`src/rtl/mem_copy_pkg.sv`:
```
// -----------------------------------------------------------------------------
// mem_copy_pkg
// Shared types and constants for the mem_copy_master bank initiator.
//   state_t      : FSM encoding (IDLE, RD, WR, FIN)
//   *_W_DEF      : default bank address / data / length widths
//   RST_*        : values forced by the asynchronous active-low reset
// Optional feature macro used by the design: MEM_COPY_FILL_EN
// -----------------------------------------------------------------------------
package mem_copy_pkg;

  localparam int ADDR_W_DEF = 8;
  localparam int DATA_W_DEF = 8;
  // One extra bit so that a full 256-byte bank copy can be requested.
  localparam int LEN_W_DEF  = 9;

  typedef enum logic [1:0] {
    IDLE = 2'd0,
    RD   = 2'd1,
    WR   = 2'd2,
    FIN  = 2'd3
  } state_t;

  localparam state_t RST_STATE = IDLE;
  localparam logic   RST_BIT   = 1'b0;

endpackage

```
`src/rtl/mem_copy_ctr.sv`:
```
// -----------------------------------------------------------------------------
// mem_copy_ctr
// Loadable byte-index counter for mem_copy_master.
// Ports:
//   clk, rst_n   : clock, asynchronous active-low reset
//   i_load       : clear the index and capture the transfer length
//   i_inc        : advance the index by one
//   i_len        : transfer length (only sampled with i_load, must be != 0)
//   o_idx_next   : index value that will be held after the coming edge
//   o_last       : terminal count, high while idx == length-1
// -----------------------------------------------------------------------------
module mem_copy_ctr
  import mem_copy_pkg::*;
#(
  parameter int LEN_W = LEN_W_DEF
) (
  input  logic             clk,
  input  logic             rst_n,
  input  logic             i_load,
  input  logic             i_inc,
  input  logic [LEN_W-1:0] i_len,
  output logic [LEN_W-1:0] o_idx_next,
  output logic             o_last
);

  logic [LEN_W-1:0] r_idx;
  logic [LEN_W-1:0] r_last_idx;

  // The top needs the post-edge index to register its Moore address output.
  always_comb begin
    o_idx_next = r_idx;
    if (i_load) begin
      o_idx_next = '0;
    end else if (i_inc) begin
      o_idx_next = r_idx + LEN_W'(1);
    end
  end

  always_ff @(posedge clk or negedge rst_n) begin
    if (!rst_n) begin
      r_idx      <= '0;
      r_last_idx <= '0;
    end else begin
      r_idx <= o_idx_next;
      if (i_load) begin
        r_last_idx <= i_len - LEN_W'(1);
      end
    end
  end

  assign o_last = (r_idx == r_last_idx);

endmodule

```
`src/rtl/mem_copy_master.sv`:
```
// -----------------------------------------------------------------------------
// mem_copy_master
// Bus initiator for one data-memory bank: copies Length bytes from SrcAddr to
// DstAddr (ascending, addresses wrap) with a Start/Done handshake.
// Handshake: Start is a one-cycle request that is only honoured while the
// block is IDLE (Busy low); Done pulses for one cycle when the transfer ends.
// Ports:
//   Clk, Rst                    : clock, asynchronous active-low reset
//   Start, SrcAddr, DstAddr,
//   Length                      : request and operands, captured on accept
//   Fill, FillValue             : fill request (only with MEM_COPY_FILL_EN)
//   Busy, Done                  : status
//   Address, WriteData,
//   MemWrite, MemRead, ReadData : bank interface (ReadData combinational)
//   o_dbg_state                 : current FSM state for debug/checkers
// Optional feature macro: MEM_COPY_FILL_EN (fill DstAddr.. with FillValue).
// -----------------------------------------------------------------------------
module mem_copy_master
  import mem_copy_pkg::*;
#(
  parameter int ADDR_W = ADDR_W_DEF,
  parameter int DATA_W = DATA_W_DEF,
  parameter int LEN_W  = LEN_W_DEF
) (
  input  logic              Clk,
  input  logic              Rst,
  input  logic              Start,
  input  logic [ADDR_W-1:0] SrcAddr,
  input  logic [ADDR_W-1:0] DstAddr,
  input  logic [LEN_W-1:0]  Length,
`ifdef MEM_COPY_FILL_EN
  input  logic              Fill,
  input  logic [DATA_W-1:0] FillValue,
`endif
  output logic              Busy,
  output logic              Done,
  output logic [ADDR_W-1:0] Address,
  output logic [DATA_W-1:0] WriteData,
  output logic              MemWrite,
  output logic              MemRead,
  input  logic [DATA_W-1:0] ReadData,
  output logic [1:0]        o_dbg_state
);

  state_t            r_state;
  state_t            w_next_state;
  logic              w_accept;
  logic              w_ctr_load;
  logic              w_ctr_inc;
  logic              w_ctr_last;
  logic [LEN_W-1:0]  w_idx_n;
  logic [ADDR_W-1:0] r_src;
  logic [ADDR_W-1:0] r_dst;
  logic [ADDR_W-1:0] w_src_n;
  logic [ADDR_W-1:0] w_dst_n;
  logic              r_busy;
  logic              r_done;
  logic [ADDR_W-1:0] r_address;
  logic [DATA_W-1:0] r_data;
  logic              r_mem_write;
  logic              r_mem_read;
  logic              w_fill_in;
  logic              w_fill_cur;
  logic              w_fill_n;
  logic [DATA_W-1:0] w_fill_val;

`ifdef MEM_COPY_FILL_EN
  logic              r_fill;
  logic [DATA_W-1:0] r_fill_val;

  always_ff @(posedge Clk or negedge Rst) begin
    if (!Rst) begin
      r_fill     <= RST_BIT;
      r_fill_val <= '0;
    end else if (w_accept) begin
      r_fill     <= Fill;
      r_fill_val <= FillValue;
    end
  end

  assign w_fill_in  = Fill;
  assign w_fill_cur = r_fill;
  assign w_fill_val = w_accept ? FillValue : r_fill_val;
`else
  assign w_fill_in  = 1'b0;
  assign w_fill_cur = 1'b0;
  assign w_fill_val = '0;
`endif

  // Fill mode of the transfer that will be running after the coming edge.
  assign w_fill_n = w_accept ? w_fill_in : w_fill_cur;
  assign w_src_n  = w_accept ? SrcAddr : r_src;
  assign w_dst_n  = w_accept ? DstAddr : r_dst;

  mem_copy_ctr #(
    .LEN_W (LEN_W)
  ) u_ctr (
    .clk        (Clk),
    .rst_n      (Rst),
    .i_load     (w_ctr_load),
    .i_inc      (w_ctr_inc),
    .i_len      (Length),
    .o_idx_next (w_idx_n),
    .o_last     (w_ctr_last)
  );

  always_comb begin
    w_next_state = r_state;
    w_accept     = 1'b0;
    w_ctr_load   = 1'b0;
    w_ctr_inc    = 1'b0;
    case (r_state)
      IDLE: begin
        if (Start) begin
          w_accept = 1'b1;
          if (Length == '0) begin
            w_next_state = FIN;
          end else begin
            w_ctr_load   = 1'b1;
            w_next_state = w_fill_in ? WR : RD;
          end
        end
      end
      RD: w_next_state = WR;
      WR: begin
        if (w_ctr_last) begin
          w_next_state = FIN;
        end else begin
          w_ctr_inc    = 1'b1;
          w_next_state = w_fill_cur ? WR : RD;
        end
      end
      FIN:     w_next_state = IDLE;
      default: w_next_state = IDLE;
    endcase
  end

  // Outputs are registered from the next state so each one is a clean Moore
  // output of the state it belongs to. Address/data only move in RD/WR.
  always_ff @(posedge Clk or negedge Rst) begin
    if (!Rst) begin
      r_state     <= RST_STATE;
      r_src       <= '0;
      r_dst       <= '0;
      r_busy      <= RST_BIT;
      r_done      <= RST_BIT;
      r_address   <= '0;
      r_data      <= '0;
      r_mem_write <= RST_BIT;
      r_mem_read  <= RST_BIT;
    end else begin
      r_state     <= w_next_state;
      r_busy      <= (w_next_state != IDLE);
      r_done      <= (w_next_state == FIN);
      r_mem_read  <= (w_next_state == RD);
      r_mem_write <= (w_next_state == WR);
      if (w_accept) begin
        r_src <= SrcAddr;
        r_dst <= DstAddr;
      end
      case (w_next_state)
        RD: r_address <= w_src_n + w_idx_n[ADDR_W-1:0];
        WR: begin
          r_address <= w_dst_n + w_idx_n[ADDR_W-1:0];
          // Entering WR from RD latches the byte the bank is returning now.
          r_data    <= w_fill_n ? w_fill_val : ReadData;
        end
        default: ;
      endcase
    end
  end

  assign Busy        = r_busy;
  assign Done        = r_done;
  assign Address     = r_address;
  assign WriteData   = r_data;
  assign MemWrite    = r_mem_write;
  assign MemRead     = r_mem_read;
  assign o_dbg_state = r_state;

endmodule
```
`config.mk`:
```
export PLATFORM = sky130hd
export DESIGN_NAME = mem_copy_master
export DESIGN_NICKNAME = d
export VERILOG_FILES = /design/src/rtl/mem_copy_pkg.sv /design/src/rtl/mem_copy_ctr.sv /design/src/rtl/mem_copy_master.sv
export SDC_FILE = /design/constraint.sdc
export NUM_CORES = 1
export LEC_CHECK = 0
export CORE_MARGIN = 1
export CORE_UTILIZATION = 30
export CTS_BUF_LIST = sky130_fd_sc_hd__clkbuf_8
export CTS_CLUSTER_SIZE = 28
export DETAILED_ROUTE_END_ITERATION = 7
export PLACE_DENSITY_LB_ADDON = 0.25
export SYNTH_ARGS = -nofsm -noshare
export SYNTH_HDL_FRONTEND = slang
export SYNTH_SLANG_ARGS = --single-unit
```
`constraint.sdc`:
```
create_clock -name Clk -period 3.7 [get_ports Clk]
set_clock_uncertainty 0.2 [all_clocks]
set_input_delay 0.555 -clock Clk [delete_from_list [all_inputs] [get_ports Clk]]
set_output_delay 0.555 -clock Clk [all_outputs]
set_load 0.02 [all_outputs]
```
# After elaboration in Yosys (flattened, before gate mapping)

Index checks and enable logic that the tools add are counted.

Bits in registers: 56
Word-level logic and storage cells: 44
Input bits: 36
Output and inout port bits: 22

Equality and inequality tests: 7
Multiplexer cells: 16
Reductions and logical operators: 5
$add $sub $neg: 4

Operators with widths:

| kind                                             | count |
|---|---|
| 2-to-1 mux 9 bit                                 | 2 |
| adder 8 bit                                      | 2 |
| 2-to-1 mux 8 bit                                 | 2 |
| case mux 8 bit (2 select lines)                  | 1 |
| adder 9 x 1 -> 9 bit, second input constant      | 1 |
| == test 9 bit                                    | 1 |
| zero test 9 bit                                  | 1 |
| subtractor 9 x 1 -> 9 bit, second input constant | 1 |
| == test 2 bit, second input constant             | 4 |
| case mux 2 bit (4 select lines)                  | 1 |
| 2-to-1 mux 1 bit                                 | 7 |
| 2-to-1 mux 2 bit                                 | 3 |
| nonzero test 2 bit                               | 3 |
| == test 2 x 1 -> 1 bit, second input constant    | 2 |
| zero test 2 bit                                  | 1 |

# Depth between registers and ports, before layout

Gate-level depths: netlist (run 1).

Depth after elaboration: 7
Depth in mapped cells: 16
Gate-level depth less buffers: 15

# By module

From an unflattened synthesis (run 1), not the netlist that was laid out.

Cells, all modules: 260
Area, all modules: 2,866.5 µm²

By module, submodules not included:

| module          | times used | seq. area each (µm²) | cells each | area an instance (µm²) |
|---|---|---|---|---|
| mem_copy_master | 1          | 950.9                | 160        | 1,901.8 |
| mem_copy_ctr    | 1          | 450.4                | 100        | 964.7 |

# Least setup slack after synthesis (run 1)

OpenSTA, ideal clock, no wires.

Path kind: input-to-reg
Start: input Length[0]
End: register r_address[7] (netlist: Address[7])
Stages on the path: 15
Required time: 3.420 ns
Library setup time: 0.080 ns
Path buffers: 1
Slack: 0.132 ns
Arrival: 3.288 ns
Cells stage by stage: inv_1 -> ha_1 -> nor4b_1 -> nand2_1 -> and2_1 -> clkbuf_1 -> or2_2 -> inv_1 -> ha_1 -> a21oi_1 -> o211ai_1 -> o41ai_1 -> xnor2_1 -> a2111o_1 -> o211ai_2

Longest elaborated chain between the ends: 7
Elaborated cells between the ends (all ways): 14
Classes of those cells: 2 x add/sub; 2 x eq/ne; 8 x mux; 2 x reduce/logical

RTL lines:

| item                                | line                                           | source |
|---|---|---|
| from (decl)                         | mem_copy_master.sv:30                          | `input logic [LEN_W-1:0] Length,` |
| zero test 9 bit (*)                 | mem_copy_master.sv:116                         | `if (Length == '0) begin` |
| 2-to-1 mux 1 bit (*)                | mem_copy_master.sv:116                         |  |
| 2-to-1 mux 1 bit (*)                | mem_copy_master.sv:114                         | `if (Start) begin` |
| 2-to-1 mux 1 bit (*)                | mem_copy_master.sv:112                         | `case (r_state)` |
| 2-to-1 mux 9 bit (*)                | mem_copy_ctr.sv:32                             | `if (i_load) begin` |
| net u_ctr.o_idx_next[1]             | mem_copy_ctr.sv:22                             | `output logic [LEN_W-1:0] o_idx_next,` |
| adder 8 bit (on tied branches)      | mem_copy_master.sv:164, mem_copy_master.sv:162 |  |
| case mux 8 bit (2 select lines) (*) | mem_copy_master.sv:161                         | `case (w_next_state)` |
| to (signal assigned)                | mem_copy_master.sv:162                         | `RD: r_address <= w_src_n + w_idx_n[ADDR_W-1:0];` |
| to (signal assigned)                | mem_copy_master.sv:164                         | `r_address <= w_dst_n + w_idx_n[ADDR_W-1:0];` |
| to (decl)                           | mem_copy_master.sv:58                          | `logic [ADDR_W-1:0] r_address;` |

Mark *: on every way through the listed nets, which the timed path passes. The rest lies on a longest branch.
A chain may end at the register's enable or synchronous reset.

# Worst setup path after layout (run 1)

Start: input Length[1]
End: register r_address[7] (netlist: Address[7])

The elaborated chain is that of the path after synthesis.

==> results of run 1 <==
## per-layer routing
layer  wire length (um)  GRT usage  part of all wire  up-vias
met5                  0          0                 0        -
met1               2850      0.175              0.46     1032
met4                 43     0.0287            0.0070        0
li1                   -          -                 -     1094
met2               3020      0.223              0.49       57
met3                267     0.0305             0.043        4
## report_power, final
| group | switching (W) | internal [W] |
|---|---|---|
| Combinational | 0.000800 | 0.000914 |
| Sequential | 0.000153 | 0.000883 |
| Clock | 0.000195 | 0.000129 |
## registers in the layout (all words and copies together) (netlist names)
register / cells
Address: 8
Busy: 1
Done: 1
MemRead: 1
MemWrite: 1
WriteData: 8
o_dbg_state: 2
r_dst: 8
r_src: 8
u_ctr.r_idx: 9
u_ctr.r_last_idx: 9
## what timing repair did
action                                 CTS  global route
endpoints found under the hold margin   18             0
pin swaps                                0             6
setup endpoints to repair                2             2
hold buffers                             1             0
resized for setup                        2            11
buffers inserted                         0             5
## final cells by class
cell class / count / area (sq um)
Sequential cell: 56 / 1400
Tap cell: 108 / 135
Clock buffer: 5 / 68.8
Multi-Input combinational cell: 181 / 1380
Inverter: 11 / 41.3
Clock inverter: 2 / 12.5
Fill cell: 860 / 4940
Timing Repair Buffer: 101 / 911
## Yosys cell counts (all sizes together)
master  number  area share
nor3         6       0.011
and2         2      0.0045
nand4        3      0.0067
a31o         1      0.0031
or3          1      0.0022
mux2i        3       0.011
a31oi        3      0.0067
nand2b       3      0.0067
nor4b        1      0.0031
o21ai       18       0.032
a21oi        6       0.011
xnor2        7       0.022
mux2        29        0.12
a21boi       2      0.0054
ha          10       0.045
nand2       24       0.032
and3         2      0.0045
a2111o       1      0.0040
fa           1      0.0071
buf          6       0.011
o41ai        1      0.0031
nor2b        1      0.0022
dfrtp       56        0.50
o31ai        4       0.011
xor2        17       0.053
a21o         1      0.0027
nor3b        2      0.0054
or4          1      0.0040
o22ai        1      0.0022
nand3        7       0.013
o21a         1      0.0027
or2          1      0.0022
nor2        16       0.021
clkbuf       3      0.0040
inv         11       0.015
o211ai       2      0.0071
nor4         3      0.0067
## worst max-delay path: stages
cell             delay [ps]
clkdlybuf4s50_1         430
inv_1                    90
ha_1                    160
nor4b_4                 200
buf_4                   150
nand2_1                  70
and2_4                  180
buf_4                   150
a21oi_1                 210
ha_1                    300
nand3_1                 100
o211ai_1                140
o41ai_2                 320
xnor2_1                 120
a2111o_1                370
o211ai_2                 60
## cell families (layout without fill, tap and decap cells)
kind of cell | after synthesis | in the layout | share of synthesized area
buffers and inverters | 20 | 119 | 0.0299
flip-flops | 56 | 56 | 0.500
adder cells (fa/ha/maj) | 11 | 11 | 0.0518
XOR/XNOR | 24 | 24 | 0.0750
AND/OR/NAND/NOR | 73 | 73 | 0.125
AO/OA/AOI/OAI | 41 | 41 | 0.0907
multiplexers | 32 | 32 | 0.127
## per-stage QoR
step	setup slack [ps]	total power [W]	utilization	TNS, ps
2_1_floorplan	132	0.00202	-	0
3_3_place_gp	-263	0.00267	0.423	-506
3_5_place_dp	-425	0.00270	0.423	-937
4_1_cts	29.7	0.00303	0.435	0
5_1_grt	-44.7	0.00335	0.444	-44.7
6_report	122	0.00307	0.444	0
## worst paths after layout
kind | slack (ps) | to
worst max-delay path | 120 | Address[7]
worst min-delay path | 290 | Address[4]
worst max register to register | 230 | Address[7]
worst min register to register | 290 | Address[4]
max in group asynchronous | 1950 | Address[4]
min in group asynchronous | 510 | WriteData[2]
==> impl_results.md, run 1 <==
- CTS max path bufs: 2
- CP startpoint kind: primary input
- Vias per cell: 4.71
- Hold depth: 2
- Synthesized flop and latch total: 56
- VDD IR max: 218 uV
- Num rows: 34
- Die Wd: 98.6 um
- Reg-to-Reg Start: u_ctr.r_idx[5]
- Hold Slack: 292 ps
- Final #Nets: 403
- Layout cells sized above 1: 0.261
- IO Pins: 58
- 1st-iter DRT viols: 67
- Critical Path Sink Type: register
- Final wirelength: 6180 um
- Crit path from: Length[1]
- Number of global-route vias before repair: 2154
- Clock buffer count from CTS: 5
- Max_cap viols: 0
- Clock sink count: 56
- Average wire per standard cell: 13.3 um
- GPL Wtd Cong: 0.830
- Cells after DPL: 451
- Slew HR: 0.678
- Final Hold Viols: 0
- Clk Latency, worst-skew pair: 310 ps
- Tot GR Track Use: 0.133
- Status: finished, final reports clean
- Largest net degree at the start of global routing: 39
- CP Max Fanout: 6
- Clock transition at path regs: 90 ps
- Hold Crit Class: reg -> reg
- P&R area growth vs syn: 40.9%
- DRC Markers: 0
- Critical path type: in -> reg
- H-tree levels: 2
- CTS root buffer: clkbuf_8
- Fin cells: 464
- Post-route minimum period: 3580 ps
- Max Slew Vio Count: 0
- Yosys warns: 0
- TritonCTS clock tree: built
- Detail Placement HPWL: 4560 um
- Initial antenna violation count: 0
- Syn Std Cell Area: 2800 sq um
- Die Y: 98.6 um
- Hold path start: Address[4]
- Mean Syn Cell Area: 10.9 sq um
- First-pass GRT wire length: 10300 um
- Post-route clock period utilization: 0.967
- Final setup fails: 0
- Initial Utilization: 0.315
- WP data arrival: 3620 ps
- Seq/Total Area, Yosys: 0.500
- Area after DPL: 3760 sq um
- Pwr Density: 779 nW/um^2
- Peak Freq: 279 MHz
- Routed vias: 2187
- Design Area, Final: 3950 sq um
- Core area: 8890 sq um
- Initial DRT Pass Iterations: 6
- Net count after synthesis: 304
- Post-synth cell types: 40
- Worst-Margin Slew: 484 ps
- Most frequent cells in the layout: 56 x dfrtp_1, 56 x clkdlybuf4s50_1, 42 x buf_4
- Syn Inst Count: 257
- ANT nets after route: 0
- P_leak: 1.74 nW
- Gr ovfl total: 0
- Antenna diodes: 0
- WP data required: 3740 ps
- Reg2Reg Depth: 13
- Die footprint: 9730 sq um
- PortBufs: 57
(Power assumes the default switching activity.)
==> inputs of run 2 (changes only) <==
Settings changed: SKIP_LAST_GASP set to 1.
==> results of run 2 <==
Same layout as run 1: the final DEF is identical, and so are final timing and power.
